## config.mk

```make
export PLATFORM = sky130hd
export DESIGN_NAME = instr_fetch
export DESIGN_NICKNAME = d
export VERILOG_FILES = /design/src/rtl/instr_fetch.sv
export SDC_FILE = /design/constraint.sdc
export NUM_CORES = 1
export LEC_CHECK = 0
export BUFFER_PORTS_ARGS = -buffer_cell sky130_fd_sc_hd__clkbuf_2
export CAP_MARGIN = 20
export CELL_PAD_IN_SITES_DETAIL_PLACEMENT = 0
export CELL_PAD_IN_SITES_GLOBAL_PLACEMENT = 2
export CORE_MARGIN = 1
export CORE_UTILIZATION = 25
export CTS_CLUSTER_SIZE = 8
export DETAILED_ROUTE_END_ITERATION = 10
export GPL_TIMING_DRIVEN = 0
export PLACE_DENSITY_LB_ADDON = 0.12
export SLEW_MARGIN = 25
export SYNTH_ARGS = -nofsm -noshare
export SYNTH_HDL_FRONTEND = slang
export SYNTH_SLANG_ARGS = --single-unit
```

## constraint.sdc

```tcl
create_clock -name clk -period 4 [get_ports clk]
set_input_delay 0.6 -clock clk [delete_from_list [all_inputs] [get_ports clk]]
set_output_delay 0.6 -clock clk [all_outputs]
set_load 0.02 [all_outputs]
```

## src/rtl/instr_fetch.sv

```systemverilog
// Instruction fetch stage: variable-latency I-cache handshake, output register
// plus one-entry skid buffer, and jump redirect with in-flight response drain.
module instr_fetch #(
   parameter logic [31:0] RESET_PC = 32'h0000_0000
) (
   input  logic        clk,
   input  logic        rst,
   input  logic        freezeID,
   input  logic        jFlag,
   input  logic [31:0] PC_target,
   output logic        icReq,
   output logic [31:0] icAddr,
   input  logic        icAck,
   input  logic [31:0] icData,
   output logic [31:0] instr,
   output logic [31:0] PC_out,
   output logic        done_out
);

   localparam int unsigned W = 32;

   typedef enum logic [1:0] {IDLE, REQ, FULL, DRAIN} state_t;

   typedef struct packed {
      logic [W-1:0] word;
      logic [W-1:0] pc4;
   } entry_t;

   state_t         state, state_n;
   logic           started;
   logic [W-1:0]   pc, pc_n, addr_n;
   entry_t         out_q, out_n, sk, sk_n, fetched;
   logic           sk_v, sk_v_n, done_n, req_n;
   logic           consume, redir, accept;

   assign instr  = out_q.word;
   assign PC_out = out_q.pc4;

   always_ff @(posedge clk or negedge rst) begin
      if (!rst) state <= IDLE;
      else      state <= state_n;
   end

   // Data routing, fetch PC and FSM next-state
   always_comb begin
      state_n = state;
      pc_n    = pc;
      out_n   = out_q;
      done_n  = done_out;
      sk_n    = sk;
      sk_v_n  = sk_v;
      consume = done_out & ~freezeID;
      redir   = consume & jFlag;
      accept  = (state == REQ) & icReq & icAck;
      fetched = '{word: icData, pc4: pc + W'(4)};

      if (accept) pc_n = pc + W'(4);

      if (redir) begin
         pc_n   = PC_target;
         done_n = 1'b0;
         sk_v_n = 1'b0;
      end else if (accept) begin
         if ((!done_out || consume) && !sk_v) begin
            out_n  = fetched;
            done_n = 1'b1;
         end else if (consume) begin
            out_n = sk;
            sk_n  = fetched;
         end else begin
            sk_n   = fetched;
            sk_v_n = 1'b1;
         end
      end else if (consume) begin
         if (sk_v) begin
            out_n  = sk;
            sk_v_n = 1'b0;
         end else begin
            done_n = 1'b0;
         end
      end

      case (state)
         IDLE:    if (started) state_n = REQ;
         REQ: begin
            if (redir && !accept) state_n = DRAIN;
            else if (sk_v_n)      state_n = FULL;
         end
         FULL:    if (!sk_v_n) state_n = REQ;
         DRAIN:   if (icAck) state_n = REQ;
         default: state_n = IDLE;
      endcase

      // A draining request keeps its original address until acknowledged
      req_n  = (state_n == REQ) || (state_n == DRAIN);
      addr_n = (state_n == DRAIN) ? icAddr : pc_n;
   end

   always_ff @(posedge clk or negedge rst) begin
      if (!rst) begin
         started  <= 1'b0;
         pc       <= RESET_PC;
         icReq    <= 1'b0;
         icAddr   <= RESET_PC;
         out_q    <= '0;
         done_out <= 1'b0;
         sk       <= '0;
         sk_v     <= 1'b0;
      end else begin
         started  <= 1'b1;
         pc       <= pc_n;
         icReq    <= req_n;
         icAddr   <= addr_n;
         out_q    <= out_n;
         done_out <= done_n;
         sk       <= sk_n;
         sk_v     <= sk_v_n;
      end
   end

endmodule

```

==> Word-level counts from Yosys, hierarchy flattened <==
Cells that the tools add are included.
{ "word_totals": {"reg_bits": 198, "input_bits": 69, "out_inout_bits": 98} }
{ "op_classes": {"n_addsub": 1, "n_eq_ne": 7, "n_mux": 23, "bitwise_logic": 7, "reduce_logical": 15} }
{ "op_table": {"columns": ["cell", "n"], "rows": [
  ["$mux W64", 5],
  ["$mux W32", 2],
  ["$add A32 B3 Y32 const B", 1],
  ["$mux W1", 10],
  ["$mux W2", 5],
  ["$pmux W2 S4", 1],
  ["$eq A2 B2 Y1 const B", 3],
  ["$reduce_and A3 Y1", 2],
  ["$reduce_bool A2 Y1", 3],
  ["$and A1 B1 Y1", 4],
  ["$eq A2 B1 Y1 const B", 2],
  ["$reduce_and A4 Y1", 1],
  ["$logic_not A1 Y1", 3],
  ["$ne A3 B1 Y1 const B", 1],
  ["$ne A3 B2 Y1 const B", 1],
  ["$not A1 Y1", 3],
  ["$reduce_bool A3 Y1", 1],
  ["$logic_and A1 B1 Y1", 2],
  ["$logic_not A2 Y1", 1],
  ["$logic_or A1 B1 Y1", 2]
]} }

==> Depth between registers and ports, before layout <==
Gate-level depths: netlist (run 1).
{ "logic_depth": {"word_depth": 12, "mapped_depth": 8, "ltp_nobuf": 6} }

==> Worst setup path after synthesis (run 1) <==
No wires, ideal clock.
{ "synth_path": {"path_kind": "input to register", "start": "input port icAck", "end": "register sk[53] (netlist name)", "t_arrival_ns": 1.780, "setup_slack_ns": 2.096, "cell_stages": 6, "path_cell_list": "and3b_1 > buf_2 > buf_2 > nand2_1 > buf_2 > mux2_2"} }
{ "synth_between": {"elab_chain_cells": 2} }
{ "synth_rtl": {"columns": ["element", "line_no", "text"], "rows": [
  ["start: declaration", "13", "input logic icAck,"],
  ["$and A1 B1 Y1", "54", "accept = (state == REQ) & icReq & icAck;"],
  ["$reduce_and A3 Y1 (no line)", null, null],
  ["end signal: assignment", "116", "sk <= sk_n;"],
  ["end: declaration", "32", "entry_t out_q, out_n, sk, sk_n, fetched;"]
]} }
Every way passes these cells.
A chain may end at the register's enable or synchronous reset.

==> Worst setup path in the final report (run 1) <==
{ "layout_path": {"start": "register pc[2]", "end": "register icAddr[22]"} }
{ "layout_between": {"elab_chain_cells": 3} }
{ "layout_rtl": {"columns": ["element", "line_no", "text"], "rows": [
  ["start: declaration", "31", "logic [W-1:0] pc, pc_n, addr_n;"],
  ["start signal: assignment", "111", "pc <= pc_n;"],
  ["$add A32 B3 Y32", "57", "if (accept) pc_n = pc + W'(4);"],
  ["$mux W32", "57", null],
  ["$mux W32", "59", "if (redir) begin"],
  ["end signal: assignment", "113", "icAddr <= addr_n;"],
  ["end: declaration", "12", "output logic [31:0] icAddr,"]
]} }
Every way passes these cells.

==> flow_summary.json, run 1 <==
{
  "leakage_nw": 4.917,
  "fmax_ghz": 0.3738,
  "final_cell_mix": "dfrtp_1 (197), clkbuf_2 (166), nand2_1 (148)",
  "clock_latency_ns": 0.45,
  "synth_edf_count": 0,
  "cts_hold_buffers": 0,
  "drc": 0,
  "synthTopCellsByArea": "dfrtp_1 (54%), nand2_1 (6.0%), mux2_2 (4.8%)",
  "num_io_pins": 167,
  "gp_congestion": 0.7912,
  "hpwl_um": 22990,
  "postPlaceCellArea_um2": 10670,
  "grt_max_degree": 77,
  "power_density_nw_per_um2": 895.9,
  "synth.top_cell.area_share_pct": 53.60,
  "yosysWarnings": 0,
  "dr.pass1.iters": 7,
  "dp_cells": 1569,
  "synth-seq-cells": 197,
  "worstMarginPinSlew_ns": 0.7413,
  "drtIter0Drc": 340,
  "cts_root_buffer": "clkbuf_16",
  "relSlewSlack_pct": 50.20,
  "final_common_cell": "dfrtp_1",
  "fp.dieH_um": 193.8,
  "clockBufferDepth": 2,
  "cp_data_required_time_ns": 4.31,
  "fin_nets": 1197,
  "ys_seq_area_share_pct": 53.60,
  "slew_violations": 0,
  "syn_nets": 1010,
  "portBuffers": 166,
  "finalInstanceArea_um2": 11250,
  "synth_top_area_cell": "dfrtp_1",
  "fin_cells": 1601,
  "grt_pass1_wl_um": 48810,
  "cts.clk_slew.worst_paths_ns": 0.08,
  "crit_path_end_kind": "register",
  "core_um2": 35910,
  "r2r_cells": 6,
  "cts.sinks": 197,
  "n_fill_cell": 3862,
  "hold_viol_final": 0,
  "syn_avg_cell_area_um2": 9.785,
  "fp-row-count": 69,
  "layout-drive-gt1-share_pct": 24.65,
  "ys_async_sr_fraction_pct": 100.0,
  "timing.final.crit_share_pct": 66.87,
  "dieArea_um2": 37560,
  "worstPathMaxFanout": 10,
  "cts.htree.levels": 4,
  "ys_types": 63,
  "via_count": 7577,
  "outcome": "finished clean",
  "cts_tree": "built",
  "die_w_um": 193.8,
  "synth-main-ff-cell": "dfrtp_1",
  "syn-cell-area_um2": 9198,
  "diodes": 0,
  "hp-class": "input port to async pin",
  "grt-ovfl-total": 0,
  "worst_clock_skew_ns": 0.01487,
  "antenna_left": 0,
  "grt_pass1_vias": 7675,
  "cp-start-kind": "register",
  "post_drt_wl_per_cell_um": 19.57,
  "antenna_found_initial": 0,
  "drv_cap": 0,
  "setup_viol": 0,
  "grt_setup_unrepaired": "no",
  "vdd_drop_max_uv": 365.0,
  "route.final.wire_length_um": 31340,
  "grt_usage_pct": 17.09,
  "post_cts_resized": 0,
  "path_class": "register to register",
  "cts_setup_buffers": 0,
  "finalCriticalPeriod_ns": 2.675,
  "start_util_pct": 25.61,
  "synth_cells": 940,
  "cts_buffers": 17,
  "vias_per_cell": 4.733,
  "arrival_ns": 2.98,
  "syn2layout_area_growth_pct": 22.32
}
-- per-stage QoR --
step	hold WS [ns]	worst slack, ns	total power, mW	util (%)	setup TNS (ns)
floorplan	0.3044	2.096	6.677	-	0
CTS	0.08217	1.312	10.25	31.33	0
global route	0.09046	1.048	10.90	31.33	0
detailed placement	0.4585	1.262	8.443	29.72	0
finish	0.08904	1.325	10.08	31.33	0
global placement	0.4537	-2.107	8.421	29.53	-409.99
-- per-layer routing --
metal	routed length, µm	GRT usage, %
met5	0	0
met4	564	4.859
met3	1121	3.374
met2	14360	26.62
met1	15290	23.92
-- critical path, cell delays in order, from the launching register on --
cell and delay, ns:
dfrtp_1 0.60, ha_1 0.43, nand2_1 0.29, nor4_4 0.58, a31oi_1 0.15, nor3_1 0.36
o31ai_1 0.12
-- report_power, final --
| group | internal (mW) | leakage (nW) | switching (mW) | total [mW] |
|---|---|---|---|---|
| clock network | 0.878 | 0.271 | 0.878 | 1.76 |
| registers | 3.01 | 2.31 | 0.672 | 3.68 |
| logic | 1.62 | 2.33 | 3.03 | 4.64 |
| total | 5.50 | 4.92 | 4.58 | 10.1 |
-- registers in the layout (all words and copies together), names as in the netlist --
| register | count |
|---|---|
| PC_out | 32 |
| done_out | 1 |
| icAddr | 32 |
| instr | 32 |
| pc | 32 |
| sk | 64 |
| sk_v | 1 |
| started | 1 |
| state | 2 |
-- Yosys cell counts (3+ instances only) --
library cell,count
nor2_1,104
o21ai_1,31
and3_1,14
inv_1,10
nor4_2,3
and2_1,5
nor3b_1,4
o31ai_1,5
xnor2_1,18
a221oi_1,3
nand3b_1,3
buf_2,21
clkbuf_1,36
or3_1,3
dfrtp_1,197
mux2_1,11
a21o_1,3
a21oi_1,49
o21ai_0,36
buf_1,3
nand2_1,148
nand4_1,30
and4_1,3
a31oi_1,45
nand3_1,17
nor3_1,10
nor4_4,3
a22oi_1,8
xor2_1,29
o22ai_1,8
mux2_2,39
-- area by class of cell --
class / count / area (µm²) / share of cell area [%]
clock inverters: 15 / 151.4 / 1.346
well taps: 461 / 576.8 / 5.127
repair buffers: 168 / 894.6 / 7.952
inverters: 10 / 37.54 / 0.3336
clock buffers: 17 / 425.4 / 3.781
flip-flops and latches: 197 / 4930 / 43.82
multi-input cells: 671 / 3971 / 35.30
plain buffers: 62 / 264.0 / 2.347
-- worst paths after layout --
| path | slack (ns) | start | end |
|---|---|---|---|
| max | 1.33 | pc[2] | icAddr[22] |
| max reg2reg | 1.33 | pc[2] | icAddr[22] |
| min in group clk | 0.37 | icData[31] | sk[63] |
| min reg2reg | 0.48 | sk[16] | sk[16] |
| max in group asynchronous | 3.11 | rst | pc[5] |
| min | 0.09 | rst | instr[3] |
-- cell families (layout without fill, tap and decap cells) --
kind of cell | Yosys count | after routing | share of synthesized area (%)
compound gates | 207 | 207 | 13.32
flops | 197 | 197 | 53.60
xor+xnor | 47 | 47 | 4.476
fa+ha+maj | 1 | 1 | 0.1360
simple gates | 364 | 364 | 18.92
buf+inv | 72 | 272 | 3.278
other cells | 1 | 1 | 0.04077
mux | 51 | 51 | 6.230
No activity file was read; power rests on OpenSTA's default activity.
==> run 2, diff against run 1 <==
Clock period 4 ns to 2.35 ns, I/O delays scaled along.
==> flow_summary.json, run 2 (synthesized netlist as in run 1, its figures left out) <==
{
  "drtIter0Drc": 309,
  "cts.sinks": 197,
  "power_density_nw_per_um2": 1521,
  "worst_clock_skew_ns": 0.01209,
  "worstHoldStart": "icData[31]",
  "portBuffers": 166,
  "top_layer": "met4",
  "fin_tns_setup_ns": 0,
  "cpPeakStageDelay_ns": 0.57,
  "finalCriticalPeriod_ns": 2.280,
  "hold-path-endpoint": "sk[63]",
  "hpwl_um": 22990,
  "cts_tree": "built",
  "outcome": "finished clean",
  "worstPathMaxFanout": 6,
  "clockBufferDepth": 2,
  "grt_pass1_vias": 7686,
  "dr.pass1.iters": 4,
  "routed-wl-met2_um": 14310,
  "worstMarginPinSlew_ns": 0.7346,
  "drv_cap": 0,
  "grt_max_degree": 77,
  "fp-row-count": 69,
  "diodes": 0,
  "post_drt_wl_per_cell_um": 19.53,
  "leakage_nw": 4.980,
  "syn2layout_area_growth_pct": 23.49,
  "regArea_um2": 4932,
  "vdd_drop_max_uv": 627.3,
  "fmax_ghz": 0.4386,
  "postPlaceCellArea_um2": 10670,
  "hp-class": "input port to register",
  "multiInputGateArea_um2": 4018,
  "grt_usage_pct": 17.11,
  "clock_latency_ns": 0.46,
  "finalInstanceArea_um2": 11360,
  "top_register": "sk",
  "slew_violations": 0,
  "r2r-start": "pc[13]",
  "cp-start-kind": "register",
  "fin_nets": 1200,
  "fp.dieH_um": 193.8,
  "vias_per_cell": 4.691,
  "final_common_cell": "dfrtp_1",
  "dp_cells": 1569,
  "cts.clk_slew.worst_paths_ns": 0.08,
  "hold_viol_final": 0,
  "largest_register_ffs": 64,
  "n_fill_cell": 3847,
  "crit_path_end_kind": "register",
  "setup_viol": 0,
  "antenna_left": 0,
  "path_class": "register to register",
  "num_io_pins": 167,
  "r2r_cells": 5,
  "grt-ovfl-total": 0,
  "final_cell_mix": "dfrtp_1 (195), clkbuf_2 (176), nand2_1 (146)",
  "drt-met1-wl_um": 15300,
  "slowest_stage": "nor4_2",
  "timing.final.crit_share_pct": 97.02,
  "start_util_pct": 25.61,
  "drc": 0,
  "cts_root_buffer": "clkbuf_16",
  "cp_data_required_time_ns": 2.69,
  "gp_congestion": 0.7912,
  "antenna_found_initial": 0,
  "cts_buffers": 17,
  "grt_pass1_wl_um": 48880,
  "arrival_ns": 2.62,
  "cts.htree.levels": 4,
  "route.final.wire_length_um": 31330,
  "die_w_um": 193.8,
  "fin_cells": 1604,
  "core_um2": 35910,
  "relSlewSlack_pct": 50.76,
  "grt_setup_unrepaired": "no",
  "met3_length_um": 1161,
  "hold_depth": 2,
  "post-route-util_pct": 31.63,
  "dieArea_um2": 37560,
  "via_count": 7525,
  "layout-drive-gt1-share_pct": 26.60,
  "regToRegSetupSlack_ns": 0.07,
  "worstPathCellList": "nand2_1 -> nor4_2 -> a31oi_1 -> a221o_1 -> mux2_2",
  "r2r_end": "icAddr[23]"
}
run 2: cell types whose count changed in the layout (fill, tap and decap cells not counted), sizes merged:
| cell | before | now |
|---|---|---|
| clkbuf | 220 | 222 |
| dlygate4sd3 | 0 | 1 |
run 2: power breakdown:
part / leakage [nW] / switching [mW] / internal [mW]
combinational: 2.40 / 5.18 / 2.83
sequential: 2.31 / 1.15 / 5.12
clock: 0.271 / 1.50 / 1.49
run 2: worst max path at each step:
stage             start  slack (ns)  cells past startpoint    endpoint
2_1_floorplan  state[0]        0.46                      6  icAddr[12]
3_3_place_gp        rst       -3.51                      1  icAddr[13]
3_5_place_dp      pc[2]       -0.33                      6      sk[12]
4_1_cts        state[0]        0.01                      6    instr[9]
5_1_grt            sk_v       0.005                      6   PC_out[5]
6_report         pc[13]        0.07                      5  icAddr[23]
run 2: repair_timing:
action / 4_1_cts / 5_1_grt
hold endpoints to repair: 45 / 0
resized for setup: 10 / 21
setup buffers: 1 / 2
setup endpoints to repair: 70 / 64
pin swaps: 1 / 3
gates cloned: 0 / 0
hold buffers: 1 / 0
run 2: through the flow:
stage                     total power, mW  hold WS, ns  setup WS (ns)
after global placement              14.33       0.4537         -3.509
after CTS                           17.49       0.1001        0.01332
after detailed placement            14.37       0.3327        -0.3315
after floorplan                     11.36      0.05691         0.4629
final                               17.28       0.1248        0.06999
after global routing                18.68       0.1148       0.005103
run 2: critical path: cells and delay by family (launching register included):
kind	cells	cell delay, ns
AOI/OAI and AO/OA	2	0.49
and+or+nand+nor	2	0.87
DFF	1	0.53
muxes	1	0.28
run 2: cell type report:
cell class	instances	share of cell area, %
sequential	197	43.42
multi-input combinational	671	35.37
timing repair buffer	172	8.273
tap	461	5.078
clock buffer	17	3.745
buffer	61	2.445
clock inverter	15	1.333
inverter	10	0.3305
run 2: per-layer routing:
layer | up-vias | global-route usage [%]
met1 | 3634 | 23.92
met3 | 32 | 3.357
li1 | 3683 | -
met4 | 0 | 4.830
met2 | 176 | 26.73
met5 | - | 0
